`src/rtl/fifo_param_if.sv`:
```
// fifo_param_if -- handshake and status bundle for fifo_param.
// The master side issues write/read requests and thresholds; the slave side
// (the FIFO) returns read data, occupancy and status flags.
interface fifo_param_if #(
    parameter int unsigned DATA_SIZE = 12,
    parameter int unsigned ADDR_SIZE = 2
);
    // Requests and configuration from the producer/consumer side
    logic                 write;
    logic                 read;
    logic [DATA_SIZE-1:0] data_in;
    logic [ADDR_SIZE:0]   th_almost_full;
    logic [ADDR_SIZE:0]   th_almost_empty;

    // Results and status from the FIFO
    logic [DATA_SIZE-1:0] fifo_data_out;
    logic                 fifo_valid;
    logic [ADDR_SIZE:0]   fifo_count;
    logic                 fifo_empty;
    logic                 fifo_full;
    logic                 fifo_pause;
    logic                 fifo_almost_empty;
    logic                 fifo_error;

    modport master (
        output write, read, data_in, th_almost_full, th_almost_empty,
        input  fifo_data_out, fifo_valid, fifo_count, fifo_empty, fifo_full,
               fifo_pause, fifo_almost_empty, fifo_error
    );

    modport slave (
        input  write, read, data_in, th_almost_full, th_almost_empty,
        output fifo_data_out, fifo_valid, fifo_count, fifo_empty, fifo_full,
               fifo_pause, fifo_almost_empty, fifo_error
    );
endinterface

```
`src/rtl/fifo_param.sv`:
```
// fifo_param -- single-clock synchronous FIFO, DEPTH = 2**ADDR_SIZE words.
// Registered read data (latency 1) with a one-cycle fifo_valid strobe,
// registered occupancy count, and status flags decoded from that count.
// Optional build macro FIFO_ERR_STICKY_EN: when defined, fifo_error latches
// on the first overflow/underflow event and holds until reset; otherwise it
// pulses for one cycle per event.
module fifo_param #(
    parameter int unsigned DATA_SIZE = 12,
    parameter int unsigned ADDR_SIZE = 2
) (
    input  logic          clk,
    input  logic          reset,
    fifo_param_if.slave   bus
);

    localparam int unsigned        DEPTH   = 1 << ADDR_SIZE;
    localparam logic [ADDR_SIZE:0] C_DEPTH = (ADDR_SIZE + 1)'(DEPTH);

    // Storage and pointers; pointer width gives natural DEPTH-1 -> 0 wrap
    logic [DATA_SIZE-1:0] r_mem [DEPTH];
    logic [ADDR_SIZE-1:0] r_wr_ptr;
    logic [ADDR_SIZE-1:0] r_rd_ptr;
    logic [ADDR_SIZE:0]   r_count;
    logic [DATA_SIZE-1:0] r_data_out;
    logic                 r_valid;
    logic                 r_error;

    logic                 w_empty;
    logic                 w_full;
    logic                 w_wr_accept;
    logic                 w_rd_accept;
    logic                 w_err_event;
    logic [ADDR_SIZE:0]   w_count_nxt;

    // Status decoded from the registered count only
    assign w_empty = (r_count == '0);
    assign w_full  = (r_count == C_DEPTH);

    // A request is honoured only when the FIFO can service it; on full with
    // both requests the read drains a slot and the write is dropped, and on
    // empty with both requests the write lands while the read is dropped.
    assign w_wr_accept = bus.write && !w_full;
    assign w_rd_accept = bus.read  && !w_empty;
    assign w_err_event = (bus.write && w_full) || (bus.read && w_empty);

    // Next occupancy: +1 write-only, -1 read-only, otherwise unchanged
    always_comb begin
        w_count_nxt = r_count;
        unique case ({w_wr_accept, w_rd_accept})
            2'b10:   w_count_nxt = r_count + 1'b1;
            2'b01:   w_count_nxt = r_count - 1'b1;
            default: w_count_nxt = r_count;
        endcase
    end

    // Memory write port; contents are not reset, stale words become
    // unreachable once the pointers are cleared
    always_ff @(posedge clk) begin
        if (w_wr_accept) begin
            r_mem[r_wr_ptr] <= bus.data_in;
        end
    end

    // Pointers and occupancy
    always_ff @(posedge clk or posedge reset) begin
        if (reset) begin
            r_wr_ptr <= '0;
            r_rd_ptr <= '0;
            r_count  <= '0;
        end else begin
            if (w_wr_accept) begin
                r_wr_ptr <= r_wr_ptr + 1'b1;
            end
            if (w_rd_accept) begin
                r_rd_ptr <= r_rd_ptr + 1'b1;
            end
            r_count <= w_count_nxt;
        end
    end

    // Registered read data and its one-cycle valid strobe; data holds
    // its last value when no read is accepted
    always_ff @(posedge clk or posedge reset) begin
        if (reset) begin
            r_data_out <= '0;
            r_valid    <= 1'b0;
        end else begin
            r_valid <= w_rd_accept;
            if (w_rd_accept) begin
                r_data_out <= r_mem[r_rd_ptr];
            end
        end
    end

    // Overflow/underflow indication, visible the cycle after the event
    always_ff @(posedge clk or posedge reset) begin
        if (reset) begin
            r_error <= 1'b0;
        end else begin
`ifdef FIFO_ERR_STICKY_EN
            r_error <= r_error | w_err_event;
`else
            r_error <= w_err_event;
`endif
        end
    end

    assign bus.fifo_data_out     = r_data_out;
    assign bus.fifo_valid        = r_valid;
    assign bus.fifo_count        = r_count;
    assign bus.fifo_empty        = w_empty;
    assign bus.fifo_full         = w_full;
    assign bus.fifo_pause        = (r_count >= bus.th_almost_full);
    assign bus.fifo_almost_empty = (r_count <= bus.th_almost_empty);
    assign bus.fifo_error        = r_error;

endmodule

```
`src/flat_wrapper.sv`:
```
// flat-port wrapper written by rule: the top's interface ports become plain ports
module fifo_param_flat 
#(
    parameter int unsigned DATA_SIZE = 12,
    parameter int unsigned ADDR_SIZE = 2
)
  (clk, reset, bus_write, bus_read, bus_data_in, bus_th_almost_full, bus_th_almost_empty, bus_fifo_data_out, bus_fifo_valid, bus_fifo_count, bus_fifo_empty, bus_fifo_full, bus_fifo_pause, bus_fifo_almost_empty, bus_fifo_error);
  fifo_param_if #(.DATA_SIZE(DATA_SIZE), .ADDR_SIZE(ADDR_SIZE)) bus_i ();
  input  logic clk;
  input  logic reset;
  input wire logic [$bits(bus_i.write)-1:0] bus_write;
  input wire logic [$bits(bus_i.read)-1:0] bus_read;
  input wire logic [$bits(bus_i.data_in)-1:0] bus_data_in;
  input wire logic [$bits(bus_i.th_almost_full)-1:0] bus_th_almost_full;
  input wire logic [$bits(bus_i.th_almost_empty)-1:0] bus_th_almost_empty;
  output wire logic [$bits(bus_i.fifo_data_out)-1:0] bus_fifo_data_out;
  output wire logic [$bits(bus_i.fifo_valid)-1:0] bus_fifo_valid;
  output wire logic [$bits(bus_i.fifo_count)-1:0] bus_fifo_count;
  output wire logic [$bits(bus_i.fifo_empty)-1:0] bus_fifo_empty;
  output wire logic [$bits(bus_i.fifo_full)-1:0] bus_fifo_full;
  output wire logic [$bits(bus_i.fifo_pause)-1:0] bus_fifo_pause;
  output wire logic [$bits(bus_i.fifo_almost_empty)-1:0] bus_fifo_almost_empty;
  output wire logic [$bits(bus_i.fifo_error)-1:0] bus_fifo_error;
  assign bus_i.write = bus_write;
  assign bus_i.read = bus_read;
  assign bus_i.data_in = bus_data_in;
  assign bus_i.th_almost_full = bus_th_almost_full;
  assign bus_i.th_almost_empty = bus_th_almost_empty;
  assign bus_fifo_data_out = bus_i.fifo_data_out;
  assign bus_fifo_valid = bus_i.fifo_valid;
  assign bus_fifo_count = bus_i.fifo_count;
  assign bus_fifo_empty = bus_i.fifo_empty;
  assign bus_fifo_full = bus_i.fifo_full;
  assign bus_fifo_pause = bus_i.fifo_pause;
  assign bus_fifo_almost_empty = bus_i.fifo_almost_empty;
  assign bus_fifo_error = bus_i.fifo_error;
  fifo_param #(.DATA_SIZE(DATA_SIZE), .ADDR_SIZE(ADDR_SIZE)) u_core (.clk(clk), .reset(reset), .bus(bus_i));
endmodule
```
`config.mk`:
```
export PLATFORM = sky130hd
export DESIGN_NAME = fifo_param_flat
export DESIGN_NICKNAME = d
export VERILOG_FILES = /design/src/rtl/fifo_param_if.sv /design/src/rtl/fifo_param.sv /design/src/flat_wrapper.sv
export SDC_FILE = /design/constraint.sdc
export NUM_CORES = 1
export LEC_CHECK = 0
export ABC_AREA = 1
export CORE_MARGIN = 1.5
export CORE_UTILIZATION = 49
export DETAILED_ROUTE_END_ITERATION = 10
export PLACE_DENSITY_LB_ADDON = 0.08
export SYNTH_ARGS = -nofsm -noshare
export SYNTH_HDL_FRONTEND = slang
export SYNTH_SLANG_ARGS = --single-unit
```
`constraint.sdc`:
```
create_clock -name clk -period 1.8 [get_ports clk]
set_input_delay 0.36 -clock clk [delete_from_list [all_inputs] [get_ports clk]]
set_output_delay 0.36 -clock clk [all_outputs]
set_load 0.01 [all_outputs]
```
== Word level (Yosys, flattened, before mapping) ==
Memories as Yosys holds them, arrays and structs flattened. A register that Yosys moved wholly into a read port is not among the register bits.
Cells that the tools add are included.

* RAM bits: 48
* Register bits: 9
* Output and inout bits: 21
* Memories kept: 1
* Logic and storage cells: 27

{| class="wikitable"
|+ Memory list
! memory !! words !! bits a word !! read ports !! clocked after memory_dff !! wr ports !! line !! RTL
|-
| u_core.r_mem || 4 || 12 || 1 || 1 || 1 || fifo_param.sv:20 || <nowiki>logic [DATA_SIZE-1:0] r_mem [DEPTH];</nowiki>
|}

* Multiplexer cells: 3
* $add $sub $neg: 4
* Reduce and logical (&&, ||, !) cells: 9
* Order comparisons: 2
* Eq/ne operators: 3

{| class="wikitable"
|+ Operators with widths
! operator !! number
|-
| 3-bit one-hot mux with 2 select lines || 1
|-
| 2-bit by 1-bit adder with 2-bit output (second input constant) || 2
|-
| 1-bit logical AND || 4
|-
| 3-bit by 1-bit adder with 3-bit output (second input constant) || 1
|-
| 3-bit equality test (second input constant) || 1
|-
| 3-bit greater-or-equal comparator || 1
|-
| 3-bit <= comparator || 1
|-
| 3-bit logical NOT || 1
|-
| 3-bit by 1-bit subtractor with 3-bit output (second input constant) || 1
|-
| 2-bit by 1-bit equality test with 1-bit output (second input constant) || 1
|-
| 2-bit equality test (second input constant) || 1
|-
| 1-bit logical NOT || 2
|-
| 1-bit two-way mux || 2
|-
| 2-bit nonzero test || 1
|-
| 1-bit logical OR || 1
|}

== Depth between registers and ports, before layout ==
* Word-level depth: 5
* Gate-level depth with buffers: 12

== Least setup slack after synthesis ==
No wires, ideal clock.

* Path type: register to register
* From: register u_core.r_count[2], in the netlist u_core.bus.fifo_count[2]
* To: register u_core.r_count[2], in the netlist u_core.bus.fifo_count[2]
* Library setup time: 0.123 ns
* Clock period less this slack: 1.855 ns
* Cell stages (with the launch flop): 12
* Path slack: -0.055 ns
* Arrival: 1.733 ns
* Buffers on the path: 1
* Cells stage by stage: dfrtp_1 -> inv_1 -> nand2_2 -> nand2_4 -> inv_4 -> buf_6 -> ha_1 -> inv_1 -> fa_1 -> nand2_1 -> nand3_1 -> xor2_1

* Word-level cells in the longest chain between the ends: 5
* Elaborated cells on any way between the ends: 12
* Those cells by class: 2 x add/sub; 3 x eq/ne; 1 x mux; 6 x reduce/logical

{| class="wikitable"
|+ Ends and longest elaborated chain
! what !! line !! RTL
|-
| from (decl) || fifo_param.sv:23 || <nowiki>logic [ADDR_SIZE:0] r_count;</nowiki>
|-
| from (signal assigned) || fifo_param.sv:77 || <nowiki>r_count <= w_count_nxt;</nowiki>
|-
| 3-bit logical NOT * || fifo_param.sv:36 || <nowiki>assign w_empty = (r_count == '0);</nowiki>
|-
| 1-bit logical NOT * || fifo_param.sv:43 || <nowiki>assign w_rd_accept = bus.read && !w_empty;</nowiki>
|-
| 1-bit logical AND * || fifo_param.sv:43 ||
|-
| named net u_core.w_rd_accept || fifo_param.sv:31 || <nowiki>logic w_rd_accept;</nowiki>
|-
| 2-bit by 1-bit equality test with 1-bit output / 2-bit equality test (equally long branches) || fifo_param.sv:49 || <nowiki>unique case ({w_wr_accept, w_rd_accept})</nowiki>
|-
| 3-bit one-hot mux with 2 select lines / 2-bit nonzero test (equally long branches) || -- ||
|}

Mark *: on every way through the listed nets, which the timed path passes. The rest lies on a longest branch.
A chain may end at the register's enable or synchronous reset.

== Worst setup path in the final report ==
* From: input port bus_th_almost_full[1]
* To: output port bus_fifo_pause

* Word-level cells in the longest chain between the ends: 1

{| class="wikitable"
|+ Ends and longest elaborated chain
! what !! line !! RTL
|-
| from (decl) || flat_wrapper.sv:14 || <nowiki>input wire logic [$bits(bus_i.th_almost_full)-1:0] bus_th_almost_full;</nowiki>
|-
| 3-bit greater-or-equal comparator || fifo_param.sv:113 || <nowiki>assign bus.fifo_pause = (r_count >= bus.th_almost_full);</nowiki>
|-
| to (decl) || flat_wrapper.sv:21 || <nowiki>output wire logic [$bits(bus_i.fifo_pause)-1:0] bus_fifo_pause;</nowiki>
|}

No other way between the ends.

==> flow_summary_export.csv <==
group,metric,value,unit
status,status,"complete, but fails checks",
status,violations,"negative setup slack",
setup_path,crit_path_max_incr_delay,0.46,ns
setup_path,crit_path_end_kind,"output port",
setup_path,start_kind,"primary input",
route,wl,6.040,mm
floorplanning,die-width,83.16,um
layout,syn_to_final_growth,28.66,%
synthesis,synth_area_leaders,"edfxtp_1, dfrtp_1, nand2_1",
route,ant_nets,0,
sta,fmax,537.1,MHz
sta,post-route-period-util,1.034,
synthesis,ys_seq_area_frac,0.6248,
layout,final_area,4050,um2
synthesis,synth_ff_type,"edfxtp_1",
floorplanning,dieArea,6915,um2
clocking,cts_buffers,9,
hold_path,hp-class,"primary input to async pin",
floorplanning,io_pins,43,
global_routing,grt_max_degree,26,
synthesis,yosysMostFrequentCell,"nand2_1",
floorplanning,initial_utilization,0.5015,
global_routing,overflow,0,
global_routing,antenna_found_initial,0,
synthesis,ys_ff_latch,69,
sta,slew_viol_final,0,
setup_path,r2r_start,"u_core.bus.fifo_count[1]",
synthesis,yosysTopAreaCellShare,0.4579,
power,cellLeakagePower,1.922,nW
setup_path,reg2reg_slack,0.07,ns
route,wl_per_cell,13.05,um
sta,setup_viol,2,
clocking,clk_pin_slew,0.07,ns
placement,place_congestion,0.7228,
sta,slew_headroom,0.7781,
setup_path,r2r-end,"u_core.bus.fifo_count[2]",
route,vias,2153,
clocking,root_buffer,"clkbuf_8",
synthesis,syn_area,3148,um2
clocking,clockBufferDepth,2,
route,drt_iter0_markers,124,
sta,tightest_slew,0.3329,ns
setup_path,critPathKind,"primary input to output port",
clocking,insertion_delay,0.33,ns
power,ir_worst_vdd,0.8146,mV
setup_path,worstPathArrival,1.50,ns
setup_path,crit_chain,"clkdlybuf4s50_1 > inv_1 > ha_4 > nand2_2 > o211ai_1 > buf_2",
placement,portBuffers,42,
global_routing,grt_use_total,0.1846,
floorplanning,die_y,83.16,um
clocking,tritoncts,"built",
flow_run,max_cap_violations,0,
synthesis,async_reset_ff_frac,0.3043,
route,vias_per_cell,4.650,
synthesis,syn_nets,351,
placement,hpwl,3.794,mm
clocking,htreeDepth,3,
layout,diodes,0,
synthesis,synth-edff-count,48,
placement,placed_area,3780,um2
sta,grt_setup_unrepaired,"yes",
setup_path,worstRegToRegCells,9,
global_routing,grt_pass1_wl,9.770,mm
clocking,cts_sinks,69,
placement,post-place-ws,-0.5058,ns
sta,layout_setup_ws,-0.06175,ns
layout,finalNetCount,415,
synthesis,yosys.area.top_type,"edfxtp_1",
sta,period_minus_slack,1.862,ns
setup_path,critPathMaxFanout,2,
floorplanning,row_count,29,
setup_path,slowest_stage,"clkdlybuf4s50_1",
setup_path,required,1.44,ns
layout,drive_gt1_frac,0.1399,
sta,hold_viol,0,
synthesis,netlist-cell-type-count,21,
synthesis,avgSynthCellArea,9.931,um2
power,power_density,1596,nW/um2
route,route.detailed.drc,0,
synthesis,synthTopCellsByCount,"nand2_1, inv_1, edfxtp_1, nand3_1, dfrtp_1",
global_routing,first_global_vias,2031,
synthesis,synthCells,317,
route,drtPass1Iterations,5,
synthesis,yosysWarnings,0,
floorplanning,core_area,6277,um2
sta,fin_worst_skew,0.004729,ns
[cell usage in the layout, fill, tap and decap left out, drive strengths merged]
master / count
nand2: 112
inv: 70
edfxtp: 48
clkdlybuf4s50: 38
nand3: 28
buf: 23
dfrtp: 21
ha: 11
clkbuf: 10
nor2: 5
xor2: 3
o21ai: 3
a21oi: 2
xnor2: 2
bufinv: 2
clkinvlp: 2
dlygate4sd2: 2
clkinv: 2
o211ai: 1
fa: 1
[state kept, by name (all words and copies together), names as in the netlist]
register                  count
u_core.bus.fifo_count         3
u_core.bus.fifo_data_out     12
u_core.bus.fifo_error         1
u_core.bus.fifo_valid         1
u_core.r_mem                 48
u_core.r_rd_ptr               2
u_core.r_wr_ptr               2
[what timing repair did]
item	in CTS	in global routing
hold endpoints to repair	0	0
buffers inserted	1	1
pin swaps	1	4
hold buffers	0	0
setup endpoints to repair	4	6
resized for setup	14	6
[metal layers]
layer	GRT usage	vias up	share of wire
li1	-	1097	-
met1	0.2441	995	0.45
met2	0.3023	56	0.49
met3	0.03479	5	0.049
met4	0.07576	0	0.0088
met5	0	-	0
[critical path, delay by kind of cell]
family                     cells  cell delay, ns
buffers and inverters          3            0.67
and+or+nand+nor                1            0.04
AOI/OAI and AO/OA              1            0.16
adders and majority gates      1            0.27
[per-stage QoR]
step	total power, W	cells	TNS, ns	utilization	hold WS [ns]
3_3_place_gp	0.005010	445	-1.257	0.6022	0.4604
4_1_cts	0.006444	462	-0.1237	0.6402	0.3876
2_1_floorplan	0.003980	317	0	-	0.3364
3_5_place_dp	0.005068	445	-1.332	0.6022	0.4647
6_report	0.006462	463	-0.1132	0.6452	0.3870
5_1_grt	0.006938	463	-0.3298	0.6452	0.3948
[where the power goes]
part	internal, W	switching (W)
clock network	0.000778	0.000576
logic	0.00126	0.00146
registers	0.00218	0.000207
total	0.00422	0.00225
[cell families after synthesis]
| kind of cell | count (synthesis) | share of synthesized area |
|---|---|---|
| simple gates | 145 | 0.1888 |
| buf+inv | 80 | 0.1121 |
| flops | 69 | 0.6248 |
| fa+ha+maj | 12 | 0.05008 |
| compound gates | 6 | 0.01033 |
| xor+xnor | 5 | 0.01391 |
[final cells by class]
cell class,instances,area (um2)
Fill cell,510,2227
Sequential cell,69,1971
Clock buffer,10,127.6
Tap cell,77,96.34
Inverter,70,267.8
Timing Repair Buffer,63,619.3
Multi-Input combinational cell,168,880.8
Clock inverter,6,87.58
[worst max path at each step]
stage | end | startpoint | cells past startpoint
2_1_floorplan | u_core.bus.fifo_count[1] | u_core.bus.fifo_count[1] | 9
3_3_place_gp | bus_fifo_almost_empty | bus_th_almost_empty[2] | 7
3_5_place_dp | bus_fifo_almost_empty | bus_th_almost_empty[2] | 7
4_1_cts | bus_fifo_pause | u_core.bus.fifo_count[2] | 5
5_1_grt | bus_fifo_pause | u_core.bus.fifo_count[2] | 5
6_report | bus_fifo_pause | bus_th_almost_full[1] | 6
(Power assumes the default switching activity.)
==> patch: new RTL, same flow settings <==
`DATA_SIZE` is set to 12 in 3 places; all go to 6.
--- a/src/rtl/fifo_param_if.sv
+++ b/src/rtl/fifo_param_if.sv
@@ -2,7 +2,7 @@
 // The master side issues write/read requests and thresholds; the slave side
 // (the FIFO) returns read data, occupancy and status flags.
 interface fifo_param_if #(
-    parameter int unsigned DATA_SIZE = 12,
+    parameter int unsigned DATA_SIZE = 6,
     parameter int unsigned ADDR_SIZE = 2
 );
     // Requests and configuration from the producer/consumer side
--- a/src/rtl/fifo_param.sv
+++ b/src/rtl/fifo_param.sv
@@ -5,7 +5,7 @@
 // on the first overflow/underflow event and holds until reset; otherwise it
 // pulses for one cycle per event.
 module fifo_param #(
-    parameter int unsigned DATA_SIZE = 12,
+    parameter int unsigned DATA_SIZE = 6,
     parameter int unsigned ADDR_SIZE = 2
 ) (
     input  logic          clk,
--- a/src/flat_wrapper.sv
+++ b/src/flat_wrapper.sv
@@ -1,7 +1,7 @@
 // flat-port wrapper written by rule: the top's interface ports become plain ports
 module fifo_param_flat 
 #(
-    parameter int unsigned DATA_SIZE = 12,
+    parameter int unsigned DATA_SIZE = 6,
     parameter int unsigned ADDR_SIZE = 2
 )
   (clk, reset, bus_write, bus_read, bus_data_in, bus_th_almost_full, bus_th_almost_empty, bus_fifo_data_out, bus_fifo_valid, bus_fifo_count, bus_fifo_empty, bus_fifo_full, bus_fifo_pause, bus_fifo_almost_empty, bus_fifo_error);
Ports: changed (resized bus_data_in and bus_fifo_data_out); port bits go from 43 to 31. No check against the original RTL was run, so the function may have changed too.
==> patch against the original RTL <==
  * The run still ends with setup timing left
  * Worst setup slack got worse by 28 ps
  * Final area fell by 37%
  * Synthesized area fell by 40%
  * Total power fell by 38%
  * Sequential cell count fell by 30
  * Wire length fell by 42%
  * Register-to-register slack got worse by 70 ps
  * Clock skew rose by 4.0 ps
  * Critical path type unchanged
  * Critical endpoint is now bus_fifo_almost_empty
  * Largest cell class unchanged
  * Largest power group unchanged
==> patch: results (changes against the original RTL) <==
status=complete, but fails checks; failing checks=setup timing; vias in the first global route=1383 (-32%); worst reg2reg path depth=11 (+2); Post-synth EDFFs=24 (-50%); post-placement setup slack=-534 ps (-28.2 ps); Final nets=275 (-34%); HPWL after detailed placement=2.43 mm (-36%); GRT Total Usage=19.6% (+1.1 points); final setup vio count=3 (+1); top cells by area, synth=edfxtp_1 (38%), dfrtp_1 (20%), nand2_1 (12%); layout cells sized above 1=19.8% (+5.8 points); Pleak=1.24 nW (-35%); CTS H-tree depth=2 (-1); routed length per instance=11.9 um (-8.6%); vias per inst=4.68 (+0.70%); Layout fillers=291 (-43%); Post-synth top cells=nand2_1 (62), inv_1 (44), edfxtp_1 (24); clock skew=8.77 ps (+4.04 ps); clock-pin slew on the worst setup and hold paths=70 ps (about the same); DRT iter0 DRCs=87 (-30%); Routability Congestion=0.745 (+3.0%); global-route wire length before repair=6.05 mm (-38%); Mapped Nets=224 (-36%); DR pass1 iterations=4 (-1); Crit Path Max Fanout=3 (+1); largest net degree at the start of global routing=16 (-38%); port bufs=30 (-29%); initial antenna violation count=0 (unchanged); Post-Synth Adder-Cell Area=8.41% (+3.4 points); Post-Synth XOR/XNOR Area=2.33% (+0.94 points); fin worst setup slack=-89.5 ps (-27.8 ps); FF-to-FF setup slack=0 ps (-70 ps); complex-gate fraction of the synthesized area=1.73% (+0.70 points); CP peak stage delay=460 ps (about the same); sequential area share after synthesis=58.4% (-4.0 points); total CTS buffers=5 (-4); Reg2Reg Capture Point=u_core.bus.fifo_count[2]; Netlist cell types=20 (-4.8%); Synth async-reset ratio=38.5% (+8.0 points); Slew @ Worst Pin=553 ps (+220 ps); Clock Latency Late Sink=290 ps (-40 ps); Worst EP arrival=1530 ps (+30 ps); Peak VDD IR=0.000742 V (-9.0%)
patch: cell types whose count changed after synthesis, sizes merged:
cell	before	now
nand3	28	16
dfrtp	21	15
clkbuf	1	0
nand2	112	64
edfxtp	48	24
inv	70	46
buf	9	3
patch: critical path: cells and delay by family:
| family | cells | cell delay [ps] |
|---|---|---|
| adders and majority gates | 1 | 270 |
| buffers and inverters | 3 | 660 |
| and+or+nand+nor | 2 | 110 |
| AOI/OAI and AO/OA | 1 | 110 |
patch: cells by family after synthesis:
logic type,Yosys count
compound gates,6
simple gates,85
xor+xnor,5
flops,39
fa+ha+maj,12
buf+inv,49
patch: area by class of cell:
cell class              instances  area, um^2  area share [%]
well taps                      48        60.1            2.37
flip-flops and latches         39        1100            43.4
repair buffers                 47         425            16.8
clock buffers                   7        76.3            3.01
multi-input cells             108         668            26.4
clock inverters                 1        30.0            1.19
inverters                      46         175            6.91
patch: worst max-delay path by stage:
| stage | from | endpoint | slack (ps) | cells past startpoint |
|---|---|---|---|---|
| global route | bus_th_almost_empty[1] | bus_fifo_almost_empty | -140 | 7 |
| finish | bus_th_almost_empty[2] | bus_fifo_almost_empty | -90 | 7 |
| detailed placement | bus_th_almost_empty[2] | bus_fifo_almost_empty | -530 | 7 |
| floorplan | u_core.bus.fifo_count[0] | u_core.bus.fifo_count[2] | 3 | 9 |
| CTS | bus_th_almost_empty[2] | bus_fifo_almost_empty | -200 | 7 |
| global placement | bus_th_almost_empty[2] | bus_fifo_almost_empty | -470 | 7 |
patch: where the power goes:
| group | internal [mW] | switching [mW] | leakage, nW |
|---|---|---|---|
| clock | 0.414 | 0.279 | 0.0524 |
| combinational | 0.926 | 0.946 | 0.790 |
| sequential | 1.24 | 0.222 | 0.400 |
| total | 2.58 | 1.45 | 1.24 |
patch: routing by layer:
layer | vias to the layer above | share of wire (%) | global-route usage (%)
li1 | 704 | - | -
met1 | 634 | 40 | 22.5
met2 | 43 | 52 | 34.0
met3 | 5 | 5.7 | 5.21
met4 | 0 | 1.8 | 8.78
met5 | - | 0 | 0
patch: metrics by stage:
step	instance area (um^2)	TNS (ps)	hold slack, ps	instances
finish	2530	-147	434	296
detailed placement	2310	-1400	465	284
floorplan	1880	0	261	196
CTS	2490	-526	450	295
global placement	2310	-1210	463	284
global route	2530	-357	488	296
patch: timing repair:
| item | CTS | global route |
|---|---|---|
| buffers inserted | 3 | 1 |
| gates cloned | 0 | 0 |
| pin swaps | 5 | 2 |
| resized for setup | 23 | 14 |
| hold endpoints to repair | 0 | 0 |
| setup endpoints to repair | 5 | 6 |
